==> src/rtl/ysyx_23060025_rd_arbiter.sv <==
// Read-channel arbiter: IFU (m0) and LSU (m1) share one AXI read port.
// Round-robin grant; an LSU read of a line still in the write buffer is held back.
`ifndef MACRO_CACHE_LINE_OFF_ADDR_W
`define MACRO_CACHE_LINE_OFF_ADDR_W 4
`endif

module ysyx_23060025_rd_arbiter #(
    parameter int ADDR_WIDTH            = 32,
    parameter int DATA_WIDTH            = 32,
    parameter int CACHE_LINE_OFF_ADDR_W = `MACRO_CACHE_LINE_OFF_ADDR_W
) (
    input  logic                  clock,
    input  logic                  reset,

    input  logic                  m0_arvalid_i,
    output logic                  m0_arready_o,
    input  logic [ADDR_WIDTH-1:0] m0_araddr_i,
    input  logic [7:0]            m0_arlen_i,
    input  logic [2:0]            m0_arsize_i,
    output logic [DATA_WIDTH-1:0] m0_rdata_o,
    output logic [1:0]            m0_rresp_o,
    output logic                  m0_rvalid_o,
    output logic                  m0_rlast_o,
    input  logic                  m0_rready_i,

    input  logic                  m1_arvalid_i,
    output logic                  m1_arready_o,
    input  logic [ADDR_WIDTH-1:0] m1_araddr_i,
    input  logic [7:0]            m1_arlen_i,
    input  logic [2:0]            m1_arsize_i,
    output logic [DATA_WIDTH-1:0] m1_rdata_o,
    output logic [1:0]            m1_rresp_o,
    output logic                  m1_rvalid_o,
    output logic                  m1_rlast_o,
    input  logic                  m1_rready_i,

    input  logic                  wb_busy_i,
    input  logic [ADDR_WIDTH-1:0] wb_addr_i,

    output logic [ADDR_WIDTH-1:0] axi_addr_r_addr_o,
    output logic [7:0]            axi_addr_r_len_o,
    output logic [2:0]            axi_addr_r_size_o,
    output logic                  axi_addr_r_valid_o,
    input  logic                  axi_addr_r_ready_i,

    input  logic [DATA_WIDTH-1:0] axi_r_data_i,
    input  logic [1:0]            axi_r_resp_i,
    input  logic                  axi_r_last_i,
    input  logic                  axi_r_valid_i,
    output logic                  axi_r_ready_o
);

    typedef enum logic [1:0] {
        IDLE,
        ADDR,
        DATA
    } state_t;

    localparam logic [ADDR_WIDTH-1:0] LINE_MASK =
        {ADDR_WIDTH{1'b1}} << CACHE_LINE_OFF_ADDR_W;

    state_t                state;
    logic                  owner;
    logic                  last_grant;
    logic [ADDR_WIDTH-1:0] ar_addr_q;
    logic [7:0]            ar_len_q;
    logic [2:0]            ar_size_q;

    logic                  idle;
    logic                  wb_hazard;
    logic                  elig0;
    logic                  elig1;
    logic                  gnt0;
    logic                  gnt1;
    logic                  sel0;
    logic                  sel1;
    logic                  r_last_hs;
    logic [ADDR_WIDTH-1:0] win_addr;
    logic [7:0]            win_len;
    logic [2:0]            win_size;

    // Only the line tag matters: offset bits are masked out of the compare.
    assign wb_hazard = wb_busy_i &
        (((m1_araddr_i ^ wb_addr_i) & LINE_MASK) == '0);

    assign idle  = (state == IDLE) & ~reset;
    assign elig0 = m0_arvalid_i;
    assign elig1 = m1_arvalid_i & ~wb_hazard;

    // last_grant == 1 means m1 was served last, so m0 wins a tie.
    assign gnt0 = idle & elig0 & (~elig1 | last_grant);
    assign gnt1 = idle & elig1 & (~elig0 | ~last_grant);

    assign m0_arready_o = gnt0;
    assign m1_arready_o = gnt1;

    always_comb begin
        win_addr = m0_araddr_i;
        win_len  = m0_arlen_i;
        win_size = m0_arsize_i;
        unique case (1'b1)
            gnt1: begin
                win_addr = m1_araddr_i;
                win_len  = m1_arlen_i;
                win_size = m1_arsize_i;
            end
            default: ;
        endcase
    end

    assign sel0 = (state == DATA) & ~owner;
    assign sel1 = (state == DATA) & owner;

    assign axi_r_ready_o = (sel0 & m0_rready_i) | (sel1 & m1_rready_i);
    assign r_last_hs     = axi_r_valid_i & axi_r_ready_o & axi_r_last_i;

    always_ff @(posedge clock or posedge reset) begin
        if (reset) begin
            state      <= IDLE;
            owner      <= 1'b0;
            last_grant <= 1'b1;
            ar_addr_q  <= '0;
            ar_len_q   <= '0;
            ar_size_q  <= '0;
        end else begin
            unique case (state)
                IDLE: begin
                    if (gnt0 | gnt1) begin
                        state      <= ADDR;
                        owner      <= gnt1;
                        last_grant <= gnt1;
                        ar_addr_q  <= win_addr;
                        ar_len_q   <= win_len;
                        ar_size_q  <= win_size;
                    end
                end
                ADDR: begin
                    if (axi_addr_r_ready_i) begin
                        state <= DATA;
                    end
                end
                DATA: begin
                    if (r_last_hs) begin
                        state <= IDLE;
                    end
                end
                default: state <= IDLE;
            endcase
        end
    end

    assign axi_addr_r_valid_o = (state == ADDR);
    assign axi_addr_r_addr_o  = ar_addr_q;
    assign axi_addr_r_len_o   = ar_len_q;
    assign axi_addr_r_size_o  = ar_size_q;

    assign m0_rvalid_o = sel0 & axi_r_valid_i;
    assign m0_rdata_o  = sel0 ? axi_r_data_i : '0;
    assign m0_rresp_o  = sel0 ? axi_r_resp_i : '0;
    assign m0_rlast_o  = sel0 & axi_r_last_i;

    assign m1_rvalid_o = sel1 & axi_r_valid_i;
    assign m1_rdata_o  = sel1 ? axi_r_data_i : '0;
    assign m1_rresp_o  = sel1 ? axi_r_resp_i : '0;
    assign m1_rlast_o  = sel1 & axi_r_last_i;

endmodule

==> config.mk <==
export PLATFORM = sky130hd
export DESIGN_NAME = ysyx_23060025_rd_arbiter
export DESIGN_NICKNAME = d
export VERILOG_FILES = /design/src/rtl/ysyx_23060025_rd_arbiter.sv
export SDC_FILE = /design/constraint.sdc
export NUM_CORES = 1
export LEC_CHECK = 0
export BUFFER_PORTS_ARGS = -buffer_cell sky130_fd_sc_hd__buf_2
export CORE_AREA = 2 2 108 110
export DETAILED_ROUTE_END_ITERATION = 6
export DIE_AREA = 0 0 110 112
export PLACE_DENSITY = 0.65
export SYNTH_ARGS = -nofsm -noshare
export SYNTH_HDL_FRONTEND = slang
export SYNTH_SLANG_ARGS = --single-unit
==> constraint.sdc <==
create_clock -name clock -period 2.2 [get_ports clock]
set_input_delay 0.44 -clock clock [delete_from_list [all_inputs] [get_ports clock]]
set_output_delay 0.44 -clock clock [all_outputs]
set_load 0.02 [all_outputs]
* Yosys cells after proc, flatten, opt, wreduce, memory -nomap -nowiden *
Index checks and enable logic that the tools add are counted.
W data, S select, Z words.

operators by class
  bitwise logic cells = 28
  eq/ne operators = 5
  muxes and demuxes = 11
  reductions and logical operators = 4

operators by type and width
  kind                  count
  $mux W32              3
  $logic_not A32 Y1     1
  $xor A32 B32 Y32      1
  $and A1 B1 Y1         17
  $mux W2               5
  $mux W8               1
  $not A1 Y1            6
  $pmux W2 S3           1
  $ne A2 B1 Y1 const B  2
  $or A1 B1 Y1          4
  $mux W3               1
  $reduce_and A3 Y1     1
  $eq A2 B1 Y1 const B  1
  $eq A2 B2 Y1 const B  1
  $logic_not A2 Y1      1
  $ne A2 B2 Y1 const B  1
  $reduce_and A2 Y1     1

word-level totals
  bits in registers = 47
  bits of input ports = 162

* Longest topological paths before layout *
  word-level depth = 11
  gate-level depth with buffers = 8
  depth with buffers taken out = 7

* Least setup slack after synthesis *
OpenSTA, ideal clock, no wires.

  path type = in2out
  start point = input wb_addr_i[17]
  end point = output m0_arready_o
  data required time = 1760 ps
  stages = 7
  arrival time = 1932 ps
  slack = -172 ps
  buffers on the path = 2
  path through = xnor2_1 -> nand4_1 -> or4_4 -> o21ai_4 -> and2_1 -> buf_4 -> buf_4

between the ends
  cells in the longest elaborated chain, start to end = 8

ends and longest elaborated chain
  item                RTL line  source
  start: declaration  38        input logic [ADDR_WIDTH-1:0] wb_addr_i,
  $xor A32 B32 Y32    84        (((m1_araddr_i ^ wb_addr_i) & LINE_MASK) == '0);
  $logic_not A32 Y1   84
  $and A1 B1 Y1       83        assign wb_hazard = wb_busy_i &
  $not A1 Y1          88        assign elig1 = m1_arvalid_i & ~wb_hazard;
  $and A1 B1 Y1       88
  $not A1 Y1          91        assign gnt0 = idle & elig0 & (~elig1 | last_grant);
  $or A1 B1 Y1        91
  $and A1 B1 Y1       91
  end: declaration    16        output logic m0_arready_o,

Every way passes these cells.

* Worst setup path in the final report *
Same ends and word-level chain as after synthesis.

==> impl_metrics.py <==
metrics = {
    "run_status": {
        "status": "finished with violations",
        "violations": "setup timing",
    },
    "pwr": {
        "power_per_cell_area_nw_per_um2": 1062,
        "overall_power_mw": 5.400,
        "peakVddDrop_uv": 462.3,
        "p_leak_nw": 2.735,
    },
    "detailed_routing": {
        "dr_total_vias": 3870,
        "initialDrtViolationCount": 203,
        "drc": 0,
        "postRouteAntennaNets": 0,
        "number_of_vias_per_cell_after_detailed_routing": 4.748,
        "finalWirelength_mm": 14.02,
        "firstDrtPassIters": 4,
        "wl_per_cell_um": 17.20,
    },
    "timing": {
        "final_min_period_over_clock_period_pct": 107.0,
        "timing.final.setup_violations": 2,
        "timing_worst_slew_pin_value_ns": 0.6158,
        "max-slew-margin-rel_pct": 58.89,
        "final_hold_violations": 0,
        "hold-worst-slack_ns": 0.2325,
        "slew_violations": 0,
        "final.setup_skew_ns": 0.01014,
        "timing.final.crit_period_ns": 2.354,
        "unrepaired_setup_endpoints_after_global_routing": "true",
        "layout_setup_ws_ns": -0.1536,
        "maxClockFrequency_mhz": 424.9,
    },
    "clock_tree": {
        "cts.path.max_buffers": 2,
        "holdBufCountCts": 0,
        "depth_of_the_cts_h_tree": 2,
        "clkSinkCount": 47,
        "tritoncts": "done",
        "cts.reportedPaths.clkPinSlew_ns": 0.07,
        "clk_root_buffer_cell": "clkbuf_16",
        "numCtsBuffers": 5,
        "clk_lat_worst_skew_ns": 0.29,
    },
    "synth": {
        "yosysTopAreaCellShare_pct": 37.29,
        "syn_area_per_cell_um2": 8.080,
        "postSynthCellCount": 382,
        "synth_cell_type_count": 25,
        "ys_async_sr_fraction_pct": 100.0,
        "postSynthNetCount": 544,
        "dominantRegCellSynth": "dfrtp_1",
        "synth_sequential_area_ratio_pct": 38.14,
        "ys_top_cells_by_count": "90 x nand2_1, 74 x and2_1, 46 x dfrtp_1, 44 x nand3_1, 44 x o211ai_1",
        "ys_ff_latch": 47,
        "yosys.cell_count.top_type": "nand2_1",
        "synth.yosys.warnings": 0,
        "mappedNetlistArea_um2": 3087,
        "synth_top_cells_by_area": "dfrtp_1 37%, and2_1 15%, nand2_1 11%",
        "library_cell_with_the_largest_summed_area_after_synthesis": "dfrtp_1",
        "post_synth_edffs": 0,
    },
    "layout": {
        "nNetsFinal": 832,
        "layout.filler_cells": 1132,
        "synthToLayoutAreaGrowth_pct": 64.69,
        "drive_gt1_share_pct": 49.33,
        "finalCoreUtilization_pct": 45.49,
        "final_area_um2": 5084,
    },
    "grt": {
        "gr-total-overflow": 0,
        "track_usage_pct": 20.74,
        "first_global_vias": 3646,
        "global_route_wire_length_before_repair_mm": 19.35,
        "maximum_number_of_pins_on_one_net_before_global_route_repair": 46,
        "grt_antenna_before_repair": 1,
    },
    "critical_path": {
        "critPathRequiredTime_ns": 1.76,
        "critPathKind": "in -> out",
        "maximum_fanout_along_the_worst_path": 3,
        "timing.critical_path.to_type": "output port",
        "arrival_ns": 1.91,
        "cp_startpoint_kind": "input port",
    },
    "placed_design": {
        "sum_of_net_half_perimeters_after_detailed_placement_mm": 10.92,
        "place_congestion": 0.8880,
        "buffer_ports.inserted": 276,
        "placement.cell_area_um2": 4788,
        "place_worst_setup_slack_ns": -0.2507,
    },
    "floorplanning": {
        "design.portCount": 281,
        "fp.dieH_um": 112,
        "floorplan.rows": 39,
        "die_width_um": 110,
        "core_um2": 11170,
        "die_area_um2": 12320,
        "floorplan.initialDensity_pct": 27.62,
    },
    "hold_path": {
        "hold_path_class": "in -> async",
    },
    "flow_run": {
        "maxCapViolCount": 0,
    },
}
repair_timing:
action,CTS,global route
gates cloned,0,3
pin swaps,5,4
buffers inserted,2,2
endpoints found under the setup margin,2,28
resized for setup,7,3
power breakdown:
part / switching [mW] / leakage (nW) / internal, mW
sequential: 0.233 / 0.581 / 1.28
combinational: 1.93 / 2.08 / 1.18
clock: 0.320 / 0.0741 / 0.455
total: 2.48 / 2.74 / 2.92
kinds of logic after synthesis:
| family | Yosys count | share of synthesized area, % |
|---|---|---|
| simple gates | 223 | 36.28 |
| compound gates | 51 | 12.81 |
| flops | 47 | 38.14 |
| buf+inv | 33 | 4.823 |
| xor+xnor | 28 | 7.945 |
state kept, by name, summed over array words and instances (netlist names):
register           flops
axi_addr_r_len_o       8
owner                  1
axi_addr_r_size_o      3
last_grant             1
axi_addr_r_addr_o     32
state                  2
stage by stage:
stage / TNS (ns) / instances
after detailed placement: -8.685 / 801
after global routing: -0.3388 / 815
after CTS: -0.2447 / 811
final: -0.2449 / 815
after global placement: -6.652 / 801
after floorplan: -0.07517 / 382
worst max-delay path, stage by stage:
cell and delay (ns):
buf_6 0.10, xnor2_2 0.13, buf_4 0.13, nand4_1 0.09
or4_4 0.57, o21ai_4 0.16, and2_4 0.18, buf_6 0.11
path summary, 6_finish.rpt:
kind	startpoint	slack, ns	endpoint	cells past startpoint
min in group clock	axi_addr_r_ready_i	0.37	state[1]	3
worst min register to register	last_grant	0.50	last_grant	2
worst min-delay path	reset	0.23	axi_addr_r_addr_o[5]	2
worst max register to register	state[0]	0.32	axi_addr_r_addr_o[2]	7
worst max-delay path	wb_addr_i[17]	-0.15	m0_arready_o	8
max in group asynchronous	reset	1.36	axi_addr_r_len_o[2]	3
placed cells by master (no fill, tap or decap), drive strengths merged:
master,instances
o21ai,5
nand4,4
a211o,1
buf,306
nand3,44
or4,1
diode,1
dfstp,1
o211ai,44
nor2b,2
and3,1
nor4,3
clkinv,1
a22o,1
nor3,2
dfrtp,46
and2,74
nor3b,2
xor2,15
xnor2,13
inv,5
nand2,90
clkbuf,10
layer usage:
metal | track usage (%) | share of wire, %
met2 | 39.06 | 53
met1 | 22.93 | 37
met4 | 6.920 | 2.7
met5 | 0 | 0
met3 | 3.454 | 6.9
area by class of cell:
cell class	count	area, um^2	share of cell area [%]
well taps	143	178.9	3.520
multi-input cells	302	1812	35.64
repair buffers	309	1743	34.28
flip-flops and latches	47	1177	23.16
clock inverters	1	8.758	0.1723
diodes	1	2.502	0.04922
clock buffers	7	142.6	2.806
inverters	5	18.77	0.3692
Power figures use the tool's default switching activity.
